**src/rtl/rf_write_arbiter_pkg.sv**
```systemverilog
// rtl/rf_write_arbiter_pkg.sv - shared constants and types for the writeback arbiter
//
// Purpose: default widths, round-robin pointer encoding and the x0 index
//          shared by rf_write_arbiter and its wb_slot instances.
package rf_write_arbiter_pkg;

  localparam int DATA_W_DEF = 64;
  localparam int ADDR_W_DEF = 5;
  localparam int X0_IDX     = 0;

  typedef enum logic {
    REQ_A = 1'b0,
    REQ_B = 1'b1
  } req_e;

endpackage

```
**src/rtl/rf_write_arbiter_wb_slot.sv**
```systemverilog
// rtl/rf_write_arbiter_wb_slot.sv - one-entry writeback holding slot
//
// Purpose: holds one pending register-file write (valid, rd, data) and
//          reports whether it targets a queried register.
// Ports:
//   i_clk, i_rst       clock, synchronous active-high reset
//   i_load             capture i_rd_in/i_data_in (wins over i_clear)
//   i_clear            slot was written to the register file this cycle
//   i_rd_in, i_data_in incoming destination register and data
//   o_full             slot holds a pending write
//   o_rd, o_data       pending write contents
//   i_q, o_match       hazard query address and its match flag
module wb_slot
  import rf_write_arbiter_pkg::*;
#(
  parameter int DATA_W = DATA_W_DEF,
  parameter int ADDR_W = ADDR_W_DEF
) (
  input  logic              i_clk,
  input  logic              i_rst,
  input  logic              i_load,
  input  logic              i_clear,
  input  logic [ADDR_W-1:0] i_rd_in,
  input  logic [DATA_W-1:0] i_data_in,
  output logic              o_full,
  output logic [ADDR_W-1:0] o_rd,
  output logic [DATA_W-1:0] o_data,
  input  logic [ADDR_W-1:0] i_q,
  output logic              o_match
);

  logic              r_full;
  logic [ADDR_W-1:0] r_rd;
  logic [DATA_W-1:0] r_data;

  always_ff @(posedge i_clk) begin
    if (i_rst) begin
      r_full <= 1'b0;
      r_rd   <= '0;
      r_data <= '0;
    end else if (i_load) begin
      // A write to x0 is accepted but never becomes pending.
      r_full <= (i_rd_in != ADDR_W'(X0_IDX));
      r_rd   <= i_rd_in;
      r_data <= i_data_in;
    end else if (i_clear) begin
      r_full <= 1'b0;
    end
  end

  assign o_full  = r_full;
  assign o_rd    = r_rd;
  assign o_data  = r_data;
  assign o_match = r_full && (r_rd == i_q) && (i_q != ADDR_W'(X0_IDX));

endmodule

```
**src/rtl/rf_write_arbiter.sv**
```systemverilog
// rtl/rf_write_arbiter.sv - round-robin arbiter for the single register-file write port
//
// Purpose: two requesters (A = ALU, B = load unit) each feed a one-entry slot;
//          slots drain one write per cycle, round-robin on contention, and
//          pending writes are reported as hazards against two query addresses.
// Ports:
//   i_clk, i_rst                       clock, synchronous active-high reset
//   i_a_valid/i_a_rd/i_a_data, o_a_ready   requester A handshake
//   i_b_valid/i_b_rd/i_b_data, o_b_ready   requester B handshake
//   o_rf_we/o_rf_rw/o_rf_din           register-file write port
//   i_qa/i_qb, o_hz_a/o_hz_b           hazard queries and flags
module rf_write_arbiter
  import rf_write_arbiter_pkg::*;
#(
  parameter int DATA_W = DATA_W_DEF,
  parameter int ADDR_W = ADDR_W_DEF
) (
  input  logic              i_clk,
  input  logic              i_rst,
  input  logic              i_a_valid,
  input  logic [ADDR_W-1:0] i_a_rd,
  input  logic [DATA_W-1:0] i_a_data,
  output logic              o_a_ready,
  input  logic              i_b_valid,
  input  logic [ADDR_W-1:0] i_b_rd,
  input  logic [DATA_W-1:0] i_b_data,
  output logic              o_b_ready,
  output logic              o_rf_we,
  output logic [ADDR_W-1:0] o_rf_rw,
  output logic [DATA_W-1:0] o_rf_din,
  input  logic [ADDR_W-1:0] i_qa,
  input  logic [ADDR_W-1:0] i_qb,
  output logic              o_hz_a,
  output logic              o_hz_b
);

  req_e              r_rr_ptr;
  logic              r_post_rst;
  logic              w_a_full, w_b_full;
  logic [ADDR_W-1:0] w_a_rd, w_b_rd;
  logic [DATA_W-1:0] w_a_data, w_b_data;
  logic              w_a_qa, w_a_qb, w_b_qa, w_b_qb;
  logic              w_gnt_a, w_gnt_b;
  logic              w_a_ready, w_b_ready;
  logic              w_a_load, w_b_load;

  // Held for the first cycle after reset so requesters see ready low there.
  always_ff @(posedge i_clk) begin
    if (i_rst) r_post_rst <= 1'b1;
    else       r_post_rst <= 1'b0;
  end

  // Pointer moves only when both slots compete.
  always_ff @(posedge i_clk) begin
    if (i_rst)
      r_rr_ptr <= REQ_A;
    else if (w_a_full && w_b_full)
      r_rr_ptr <= (r_rr_ptr == REQ_A) ? REQ_B : REQ_A;
  end

  // Reset gating suppresses writes from slots still full in a mid-flight reset cycle.
  assign w_gnt_a = !i_rst && w_a_full && (!w_b_full || (r_rr_ptr == REQ_A));
  assign w_gnt_b = !i_rst && w_b_full && (!w_a_full || (r_rr_ptr == REQ_B));

  // A slot drained this cycle can be refilled at the same edge.
  assign w_a_ready = !i_rst && !r_post_rst && (!w_a_full || w_gnt_a);
  assign w_b_ready = !i_rst && !r_post_rst && (!w_b_full || w_gnt_b);
  assign w_a_load  = i_a_valid && w_a_ready;
  assign w_b_load  = i_b_valid && w_b_ready;

  wb_slot #(.DATA_W(DATA_W), .ADDR_W(ADDR_W)) u_slot_a_qa (
    .i_clk     (i_clk),
    .i_rst     (i_rst),
    .i_load    (w_a_load),
    .i_clear   (w_gnt_a),
    .i_rd_in   (i_a_rd),
    .i_data_in (i_a_data),
    .o_full    (w_a_full),
    .o_rd      (w_a_rd),
    .o_data    (w_a_data),
    .i_q       (i_qa),
    .o_match   (w_a_qa)
  );

  wb_slot #(.DATA_W(DATA_W), .ADDR_W(ADDR_W)) u_slot_b_qa (
    .i_clk     (i_clk),
    .i_rst     (i_rst),
    .i_load    (w_b_load),
    .i_clear   (w_gnt_b),
    .i_rd_in   (i_b_rd),
    .i_data_in (i_b_data),
    .o_full    (w_b_full),
    .o_rd      (w_b_rd),
    .o_data    (w_b_data),
    .i_q       (i_qa),
    .o_match   (w_b_qa)
  );

  // Second query port compares against the same registered slot contents.
  assign w_a_qb = w_a_full && (w_a_rd == i_qb) && (i_qb != ADDR_W'(X0_IDX));
  assign w_b_qb = w_b_full && (w_b_rd == i_qb) && (i_qb != ADDR_W'(X0_IDX));

  assign o_a_ready = w_a_ready;
  assign o_b_ready = w_b_ready;
  assign o_rf_we   = w_gnt_a || w_gnt_b;
  assign o_rf_rw   = w_gnt_a ? w_a_rd   : (w_gnt_b ? w_b_rd   : '0);
  assign o_rf_din  = w_gnt_a ? w_a_data : (w_gnt_b ? w_b_data : '0);

  // A slot granted this cycle still reports a hazard; its data lands after this edge.
  assign o_hz_a = !i_rst && (w_a_qa || w_b_qa);
  assign o_hz_b = !i_rst && (w_a_qb || w_b_qb);

endmodule

```
**config.mk**
```make
export PLATFORM = sky130hd
export DESIGN_NAME = rf_write_arbiter
export DESIGN_NICKNAME = d
export VERILOG_FILES = /design/src/rtl/rf_write_arbiter_pkg.sv /design/src/rtl/rf_write_arbiter_wb_slot.sv /design/src/rtl/rf_write_arbiter.sv
export SDC_FILE = /design/constraint.sdc
export NUM_CORES = 1
export LEC_CHECK = 0
export ABC_AREA = 1
export CAP_MARGIN = 20
export CORE_UTILIZATION = 40
export CTS_CLUSTER_SIZE = 8
export DETAILED_ROUTE_END_ITERATION = 7
export PLACE_DENSITY = 0.67
export SKIP_CTS_REPAIR_TIMING = 1
export SYNTH_ARGS = -nofsm -noshare
export SYNTH_HDL_FRONTEND = slang
export SYNTH_SLANG_ARGS = --single-unit
```
**constraint.sdc**
```tcl
create_clock -name i_clk -period 2.3 [get_ports i_clk]
set_input_delay 0.46 -clock i_clk [delete_from_list [all_inputs] [get_ports i_clk]]
set_output_delay 0.46 -clock i_clk [all_outputs]
set_load 0.02 [all_outputs]
```
==> run_results.csv <==
group,metric,value,unit
status,outcome,"finished, final reports clean",
global_routing,grt_first_pass_wirelength,34200,µm
sta,timing.final.crit_period,2.21,ns
placed_design,detailedPlacementHpwl,14800,µm
finish,design.final.nets,1590,
floorplanning,rows,49,
worst_setup_path,cp.arrival,1.75,ns
routing,route.detailed.drc,0,
routing,detail_route.vias_per_cell,4.58,
sta,setup_viol_count_final,0,
finish,most-common-layout-cells,"nand2_1, inv_1, nor2_1",
synth,post_synth_num_cell_types,19,
floorplanning,core-area,18000,µm²
sta,timing.clock.skew,0.00746,ns
finish,drive_above_1_share,5.31,%
finish,filler_free_cell_count_of_the_finished_design,1680,
clock_tree,cts.sink_count,142,
clock_tree,worst_setup_hold_path_clk_slew,0.06,ns
hold_path,hold_depth,2,
worst_setup_path,critical_path_fanout_max,3,
worst_setup_path,worst_setup_path_start_kind,"input pin",
worst_setup_path,crit_chain,"clkdlybuf4s50_1, inv_1, nand2_1, nand2_1, nor2_1, nand3_1, a21oi_2, buf_4",
routing,antenna_nets_post_route,0,
routing,drt_pass1_iterations,5,
finish,layout.core_utilization,60.6,%
routing,total_wire_length,21700,µm
worst_setup_path,timing.reg2reg.worst_path_depth,6,
flow_run,max-cap-violations,0,
synth,post_synth_instance_area,7370,µm²
sta,finalHoldViolations,0,
worst_setup_path,cp_num_cells,8,
synth,yosys_warnings,0,
synth,synth.net_count,1388,
floorplanning,dieArea,19000,µm²
sta,max-slew-margin-rel,55.1,%
clock_tree,cts_made_buffers,17,
power_and_ir_drop,share_comb_of_total_power,15.0,%
synth,synth_cells,1236,
worst_setup_path,worstPathRequired,1.84,ns
finish,multi_input_comb_area,3180,µm²
placed_design,globalplace.congestion,0.851,
sta,tightest_slew,0.673,ns
sta,maxSlewViolCount,0,
worst_setup_path,critPathMaxStageDelay,0.51,ns
floorplanning,floorplan.die.height,138,µm
power_and_ir_drop,switch_pwr,1660,µW
worst_setup_path,worst_setup_path_class,"in2out",
global_routing,first_global_vias,6973,
clock_tree,htree_levels,4,
finish,syn_to_final_growth,48.1,%
synth,avgSynthCellArea,5.96,µm²
clock_tree,ctsRootBufferMaster,"clkbuf_16",
sta,final_min_period_over_clock_period,96.3,%
routing,routed-via-count,7693,
worst_setup_path,worstPathBufferInverterCount,3,
global_routing,grt_antenna_before_repair,1,
hold_path,min-delay-path-class,"in2reg",
global_routing,global_route_total_overflow,0,
synth,synth_seq_area_share,38.6,%
finish,final-seq-area,2840,µm²
clock_tree,cts.path.max_buffers,2,
worst_setup_path,cp_max_stage_cell,"clkdlybuf4s50_1",
routing,initialDrtViolationCount,448,
clock_tree,clk_latency,0.42,ns
floorplanning,initial_utilization,40.9,%
routing,route.detailed.wl_per_inst,12.9,µm
clock_tree,cts_tree,"built",
power_and_ir_drop,vdd_ir_drop_max,0.543,mV
global_routing,grt_start_max_net_pins,64,
power_and_ir_drop,power_frac_clock,45.5,%
worst_setup_path,critical_path.most_common_cell,"nand2_1",
floorplanning,top_level_ports,226,
worst_setup_path,critPathCaptureType,"output pin",
finish,mostFrequentLayoutCell,"nand2_1",
sta,fmax_achieved,452,MHz
placed_design,numPlacedInstances,1648,
power_and_ir_drop,cellPowerDensity,610,nW/µm²
global_routing,groute.usage.overall,23.1,%
power_and_ir_drop,p_sw_share,24.9,%
placed_design,place.port_buffers,225,
power_and_ir_drop,share_of_power_burned_in_registers,39.5,%
floorplanning,fp.dieW,138,µm
finish,nFillCells,1711,
worst_setup_path,worst_path_dominant_cell_family,"buffers and inverters",
power_and_ir_drop,total_leakage_power,0.00667,µW
power_and_ir_drop,cellInternalPower,5000,µW
synth,yosys_register_bits,142,
## path summary, 6_finish.rpt
kind / start / to / slack (ns)
hold reg to reg: r_rr_ptr / r_rr_ptr / 0.50
hold / removal: i_rst / r_post_rst / 0.46
setup reg to reg: r_post_rst / u_slot_b_qa.o_data[34] / 0.60
setup / recovery: i_qb[1] / o_hz_b / 0.09
## power by group through the flow
stage | registers, µW | clock network (µW) | logic [µW]
2_1_floorplan | 2670 | 0 | 533
3_3_place_gp | 2680 | 0 | 992
3_5_place_dp | 2680 | 0 | 997
4_1_cts | 2630 | 3080 | 1010
5_1_grt | 2640 | 3200 | 1120
6_report | 2630 | 3020 | 1000
## per-stage QoR
stage	worst slack [ns]	TNS [ns]	instance area [µm²]	total power (µW)	hold WS (ns)
after global placement	-0.460	-49.35	10100	3670	0.474
after detailed placement	-0.437	-51.65	10100	3680	0.481
after CTS	-0.464	-29.89	10700	6720	0.490
final	0.0856	0	10900	6650	0.461
after global routing	-0.00343	-0.00343	10900	6960	0.455
after floorplan	0.288	0	7370	3210	0.459
## cells in the mapped netlist
cell type,instances,area share (%)
buf_1,20,1.0
buf_2,19,1.3
inv_1,289,15
dfxtp_1,142,39
a21boi_0,1,0.10
clkbuf_1,35,1.8
nand2_2,2,0.17
a21oi_1,4,0.27
a31oi_1,2,0.17
nor2_1,233,12
buf_4,1,0.10
o21ai_0,5,0.34
nand3b_1,1,0.10
nand3_1,7,0.48
o22ai_1,69,5.9
nand3_2,1,0.14
nand2_1,333,17
nand4_1,71,6.0
inv_2,1,0.051
## final cells by class
type	count	share of cell area, %
Antenna cell	1	0.0229
Clock inverter	13	1.96
Clock buffer	18	3.93
Sequential cell	142	26.0
Multi-Input combinational cell	729	29.1
Tap cell	229	2.63
Inverter	290	10.0
Timing Repair Buffer	258	26.3
## logic make-up (layout without fill, tap and decap cells)
| group | after synthesis | in the layout | share of synthesized area (%) |
|---|---|---|---|
| AO/OA/AOI/OAI | 81 | 81 | 6.74 |
| AND/OR/NAND/NOR | 648 | 648 | 35.7 |
| buffers and inverters | 365 | 579 | 19.0 |
| other | 0 | 1 | 0 |
| flip-flops | 142 | 142 | 38.6 |
## flip-flops by register name, summed over array words and instances, names as in the netlist
signal and count:
u_slot_b_qa.o_full 1, u_slot_a_qa.o_full 1, u_slot_b_qa.o_rd 5, r_rr_ptr 1
r_post_rst 1, u_slot_a_qa.o_rd 5, u_slot_b_qa.o_data 64, u_slot_a_qa.o_data 64
## layer usage
metal	wire length, µm	track usage, %	vias up
li1	-	-	4083
met1	10200	30.6	3392
met3	1130	4.75	23
met5	0	0	-
met4	346	6.76	0
met2	10000	37.7	195
## worst register-to-register path, stage by stage (launching register included)
cell and delay [ns]:
dfxtp_1 0.32, nor2_4 0.08, buf_4 0.46, buf_4 0.44
nand4_1 0.17, nand2_1 0.08, nor2_1 0.04
(Power assumes the default switching activity.)
==> RTL edit 1 (same settings) <==
`ADDR_W_DEF`: 5 -> 4.
--- a/src/rtl/rf_write_arbiter_pkg.sv
+++ b/src/rtl/rf_write_arbiter_pkg.sv
@@ -5,7 +5,7 @@
 package rf_write_arbiter_pkg;
 
   localparam int DATA_W_DEF = 64;
-  localparam int ADDR_W_DEF = 5;
+  localparam int ADDR_W_DEF = 4;
   localparam int X0_IDX     = 0;
 
   typedef enum logic {
Interface: changed (5 resized); port bits go from 226 to 221. No check against the original RTL was run, so the function may have changed too.
==> RTL edit 1 against the original RTL <==
- die area increased by 7.4%
- routed wire length is 12% higher
- power decreased by 1.9%
- synthesized area is 7.5% higher
- register-to-register slack worse by 0.07 ns
- combinational power rose by 9%
- sequential power decreased by 2%
- global-route usage increased by 0.71 points
- sequential cell count fell by 2
- clock skew grew 0.0014 ns
- setup slack improved by 0.028 ns
- cell area rose by 4.0%
- highest routed layer is now met5
==> RTL edit 1: results (changes against the original RTL) <==
- The peak fanout along the critical path was 4 (was 3).
- The arrival time of the worst setup path is 1.73 ns (was 1.75 ns).
- The routed length on met2 was 11.11 mm (was 10.01 mm).
- The count of different cell masters after synthesis is 21 (was 19).
- The multi-input combinational area share is 0.2848 (was 0.2914).
- The sequential cell count is 140 (was 142).
- The fraction of the yosys area taken by sequential cells is 0.3538 (was 0.3857).
- The number of antenna violations at the first check in global routing is 2 (was 1).
- The via count of the routed design was 8,236 (was 7,693).
- The number of cells after detailed placement came to 1,775 (was 1,648).
- The share of final-layout standard cells stronger than drive strength 1 is 0.05447 (was 0.05310).
- Most common library cells after synthesis: 418 x sky130_fd_sc_hd__inv_1, 308 x sky130_fd_sc_hd__nand2_1, 155 x sky130_fd_sc_hd__nor2_1 (was 333 x sky130_fd_sc_hd__nand2_1, 289 x sky130_fd_sc_hd__inv_1, 233 x sky130_fd_sc_hd__nor2_1).
- The met1 wire length was 10.99 mm (was 10.18 mm).
- The sequential cell area in the final layout was 2805 sq um (was 2843 sq um).
- The met2 usage is 0.3904 (was 0.3766).
- Run status: finished clean (unchanged).
- The number of clock buffers in the layout came to 22 (was 18).
- The number of non-clock buffers is 256 (was 258).
- The maximum resistive drop on vdd was 0.0005078 V (was 0.0005432 V).
- The wire length of the first global-routing pass is 37.79 mm (was 34.21 mm).
- The average wire per standard cell is 13.42 um (was 12.90 um).
- The synthesized net count was 1,491 (was 1,388).
- The number of global-route vias before repair is 7,453 (was 6,973).
- The clock group share of total power is 0.435 (was 0.455).
- The number of well taps is 265 (was 229).
- The clock skew came to 0.008850 ns (was 0.007460 ns).
- The final-layout clock-cell area share is 0.05323 (was 0.05892).
- The layout multi-input combinational cell count came to 695 (was 729).
- The worst stage delay on the critical path was 0.56 ns (was 0.51 ns).
- The buffer share of cell area is 0.2469 (was 0.2628).
- The register share of the cell area is 0.2471 (was 0.2605).
- The met3 routed wirelength came to 1.816 mm (was 1.131 mm).
- Ranking of synthesized cells by area: sky130_fd_sc_hd__dfxtp_1 35%, sky130_fd_sc_hd__inv_1 20%, sky130_fd_sc_hd__nand2_1 15% (was sky130_fd_sc_hd__dfxtp_1 39%, sky130_fd_sc_hd__nand2_1 17%, sky130_fd_sc_hd__inv_1 15%).
[RTL edit 1: cell types whose count changed after synthesis, moves of 13 or more]
cell                       delta
sky130_fd_sc_hd__inv_1      +129
sky130_fd_sc_hd__nor2_1      -78
sky130_fd_sc_hd__nand4_1     +66
sky130_fd_sc_hd__clkbuf_1    +28
sky130_fd_sc_hd__nand2_1     -25
sky130_fd_sc_hd__buf_1       -13
[RTL edit 1: path summary, 6_finish.rpt]
path | endpoint | cells past startpoint | startpoint | slack (ns)
worst max-delay path | o_hz_a | 8 | i_qa[3] | 0.11
worst min-delay path | r_post_rst | 2 | i_rst | 0.47
worst max register to register | u_slot_b_qa.o_data[42] | 10 | u_slot_b_qa.o_full | 0.53
worst min register to register | r_rr_ptr | 2 | r_rr_ptr | 0.50
[RTL edit 1: critical path: cells and delay by family]
family / cells / cell delay (ns)
AOI/OAI and AO/OA: 1 / 0.16
buffers and inverters: 3 / 0.83
and+or+nand+nor: 4 / 0.27
==> RTL edit 2 (same flow settings) <==
Without the edit above. Make the reset (`i_rst`) asynchronous in 3 clocked blocks. Comments in the files are not updated.
--- a/src/rtl/rf_write_arbiter_wb_slot.sv
+++ b/src/rtl/rf_write_arbiter_wb_slot.sv
@@ -33,7 +33,7 @@
   logic [ADDR_W-1:0] r_rd;
   logic [DATA_W-1:0] r_data;
 
-  always_ff @(posedge i_clk) begin
+  always_ff @(posedge i_clk or posedge i_rst) begin
     if (i_rst) begin
       r_full <= 1'b0;
       r_rd   <= '0;
--- a/src/rtl/rf_write_arbiter.sv
+++ b/src/rtl/rf_write_arbiter.sv
@@ -45,13 +45,13 @@
   logic              w_a_load, w_b_load;
 
   // Held for the first cycle after reset so requesters see ready low there.
-  always_ff @(posedge i_clk) begin
+  always_ff @(posedge i_clk or posedge i_rst) begin
     if (i_rst) r_post_rst <= 1'b1;
     else       r_post_rst <= 1'b0;
   end
 
   // Pointer moves only when both slots compete.
-  always_ff @(posedge i_clk) begin
+  always_ff @(posedge i_clk or posedge i_rst) begin
     if (i_rst)
       r_rr_ptr <= REQ_A;
     else if (w_a_full && w_b_full)
Behaviour: no difference found for any inputs over 10 cycles, from zero or initial values and one cycle with i_rst high; that may be too few to reach the edited logic, so the function may still have changed.
==> RTL edit 2 against the original RTL <==
- die area decreased by 11%
- sequential cell count unchanged
- largest cell class is now sequential cells
- routed wire length decreased by 13%
- synthesized area decreased by 11%
- setup slack got worse by 0.0075 ns
- via count decreased by 20%
- cell area decreased by 11%
Power is not compared: it rests on default switching activity, and its combinational part moved more than twofold at a synthesized area within 25%.
==> RTL edit 2: results (changes against the original RTL) <==
- Most common library cells after synthesis: 342 x sky130_fd_sc_hd__nand2_1, 141 x sky130_fd_sc_hd__dfrtp_1, 107 x sky130_fd_sc_hd__inv_1 (was 333 x sky130_fd_sc_hd__nand2_1, 289 x sky130_fd_sc_hd__inv_1, 233 x sky130_fd_sc_hd__nor2_1).
- The clock skew is 0.01027 ns (was 0.007460 ns).
- The fraction of the yosys area taken by sequential cells is 0.5444 (was 0.3857).
- The largest buffer count on any clock path came to 2 (unchanged).
- The worst stage delay on the critical path is 0.45 ns (was 0.51 ns).
- The share of final-layout standard cells stronger than drive strength 1 is 0.1135 (was 0.05310).
- The area of the multi-input gates came to 2351 sq um (was 3181 sq um).
- The via count of the routed design came to 6,120 (was 7,693).
- The count of TritonRoute iterations in the first routing pass is 5 (unchanged).
- The number of global-route vias before repair is 5,838 (was 6,973).
- The global-route total usage across every layer is 0.2279 (was 0.2309).
- The layout filler cell count is 1,431 (was 1,711).
- The average wire per standard cell is 14.47 um (was 12.90 um).
- The complex-gate fraction of the synthesized area came to 0.1353 (was 0.06739).
- The worst-case headroom to the max-slew limit was 0.4707 (was 0.5511).
- The cell type of the slowest stage on the worst timing path is sky130_fd_sc_hd__dfrtp_2 (was sky130_fd_sc_hd__clkdlybuf4s50_1).
- The wire length of the first global-routing pass is 29.30 mm (was 34.21 mm).
- The synthesized net count is 993 (was 1,388).
- Run status: finished clean (unchanged).
- The number of antenna cells inserted is 0 (was 1).
- The predominant post-synthesis flop cell was sky130_fd_sc_hd__dfrtp_1 (was sky130_fd_sc_hd__dfxtp_1).
- The met1 wire length is 8.573 mm (was 10.18 mm).
- The launch point of the worst path is u_slot_b_qa.o_full (was i_qb[1]).
- The count of different cell masters after synthesis came to 24 (was 19).
- The number of antenna violations at the first check in global routing came to 0 (was 1).
- The peak fanout along the critical path is 14 (was 3).
- The routed length on met2 came to 8.787 mm (was 10.01 mm).
- The net count of the finished layout is 1,225 (was 1,590).
- The worst hold path class is primary input to asynchronous set/reset pin (was primary input to register).
- The detailed router's first-iteration violation count came to 300 (was 448).
- The slack of the worst reg-to-reg path is 0.49 ns (was 0.60 ns).
- The endpoint of the most critical setup path is o_rf_din[11] (was o_hz_b).
- The async set-or-reset flop fraction in the synthesized netlist came to 1.000 (was 0).
- The capture point of the worst reg-to-reg path is u_slot_a_qa.o_data[44] (was u_slot_b_qa.o_data[34]).
- The worst reg2reg path startpoint is u_slot_b_qa.o_full (was r_post_rst).
- Ranking of synthesized cells by area: sky130_fd_sc_hd__dfrtp_1 54%, sky130_fd_sc_hd__nand2_1 20%, sky130_fd_sc_hd__o21ai_0 6.5% (was sky130_fd_sc_hd__dfxtp_1 39%, sky130_fd_sc_hd__nand2_1 17%, sky130_fd_sc_hd__inv_1 15%).
- The placement-stage cell area is 9146 sq um (was 10,090 sq um).
- The weighted congestion reported at the end of routability-driven placement came to 0.8620 (was 0.8507).
- The met3 routed wirelength is 1.200 mm (was 1.131 mm).
-- RTL edit 2: area by class of cell --
| cell class | count | area share |
|---|---|---|
| Tap cell | 216 | 0.02777 |
| Multi-Input combinational cell | 545 | 0.2416 |
| Sequential cell | 142 | 0.3654 |
| Timing Repair Buffer | 256 | 0.2549 |
| Inverter | 111 | 0.04461 |
| Clock inverter | 13 | 0.02199 |
| Clock buffer | 17 | 0.04371 |
-- RTL edit 2: worst min-delay path, cell delays in order --
cell and delay (ns):
sky130_fd_sc_hd__dlymetal6s2s_1 0.13, sky130_fd_sc_hd__buf_6 0.14, sky130_fd_sc_hd__inv_12 0.06, sky130_fd_sc_hd__buf_4 0.34
-- RTL edit 2: worst min path at each step --
stage,from,end,slack [ns]
2_1_floorplan,i_rst,r_rr_ptr,0.42
3_3_place_gp,u_slot_b_qa.o_data[19],u_slot_b_qa.o_data[19],0.46
3_5_place_dp,u_slot_b_qa.o_data[58],u_slot_b_qa.o_data[58],0.46
4_1_cts,u_slot_b_qa.o_data[51],u_slot_b_qa.o_data[51],0.48
5_1_grt,i_rst,u_slot_b_qa.o_data[24],0.33
6_report,i_rst,u_slot_a_qa.o_data[9],0.29
-- RTL edit 2: routing by layer --
layer / GRT usage / up-vias
met1: 0.2956 / 2846
li1: - / 3078
met3: 0.07216 / 21
met5: 0 / -
met2: 0.3652 / 175
met4: 0.06908 / 0
-- RTL edit 2: cell families (layout without fill, tap and decap cells) --
family	Yosys count	in the layout
other cells	1	1
simple gates	374	374
buf+inv	154	397
flops	142	142
compound gates	170	170
-- RTL edit 2: power groups by stage --
| stage | sequential [mW] | combinational [mW] | clock, mW |
|---|---|---|---|
| 2_1_floorplan | 3.81 | 2.29 | 0 |
| 3_3_place_gp | 3.89 | 3.90 | 0 |
| 3_5_place_dp | 3.91 | 3.94 | 0 |
| 4_1_cts | 3.89 | 3.97 | 3.05 |
| 5_1_grt | 4.02 | 4.22 | 3.15 |
| 6_report | 3.91 | 3.77 | 3.01 |
-- RTL edit 2: through the flow --
step                hold slack [ns]  setup TNS [ns]  instances  worst slack (ns)
floorplan                    0.4164               0        841           0.05312
global placement             0.4619          -31.17       1266           -0.4992
detailed placement           0.4649          -31.57       1266           -0.4780
CTS                          0.4814          -31.40       1296           -0.4894
global route                 0.3268        -0.05877       1300          -0.01779
finish                       0.2945               0       1300           0.07804
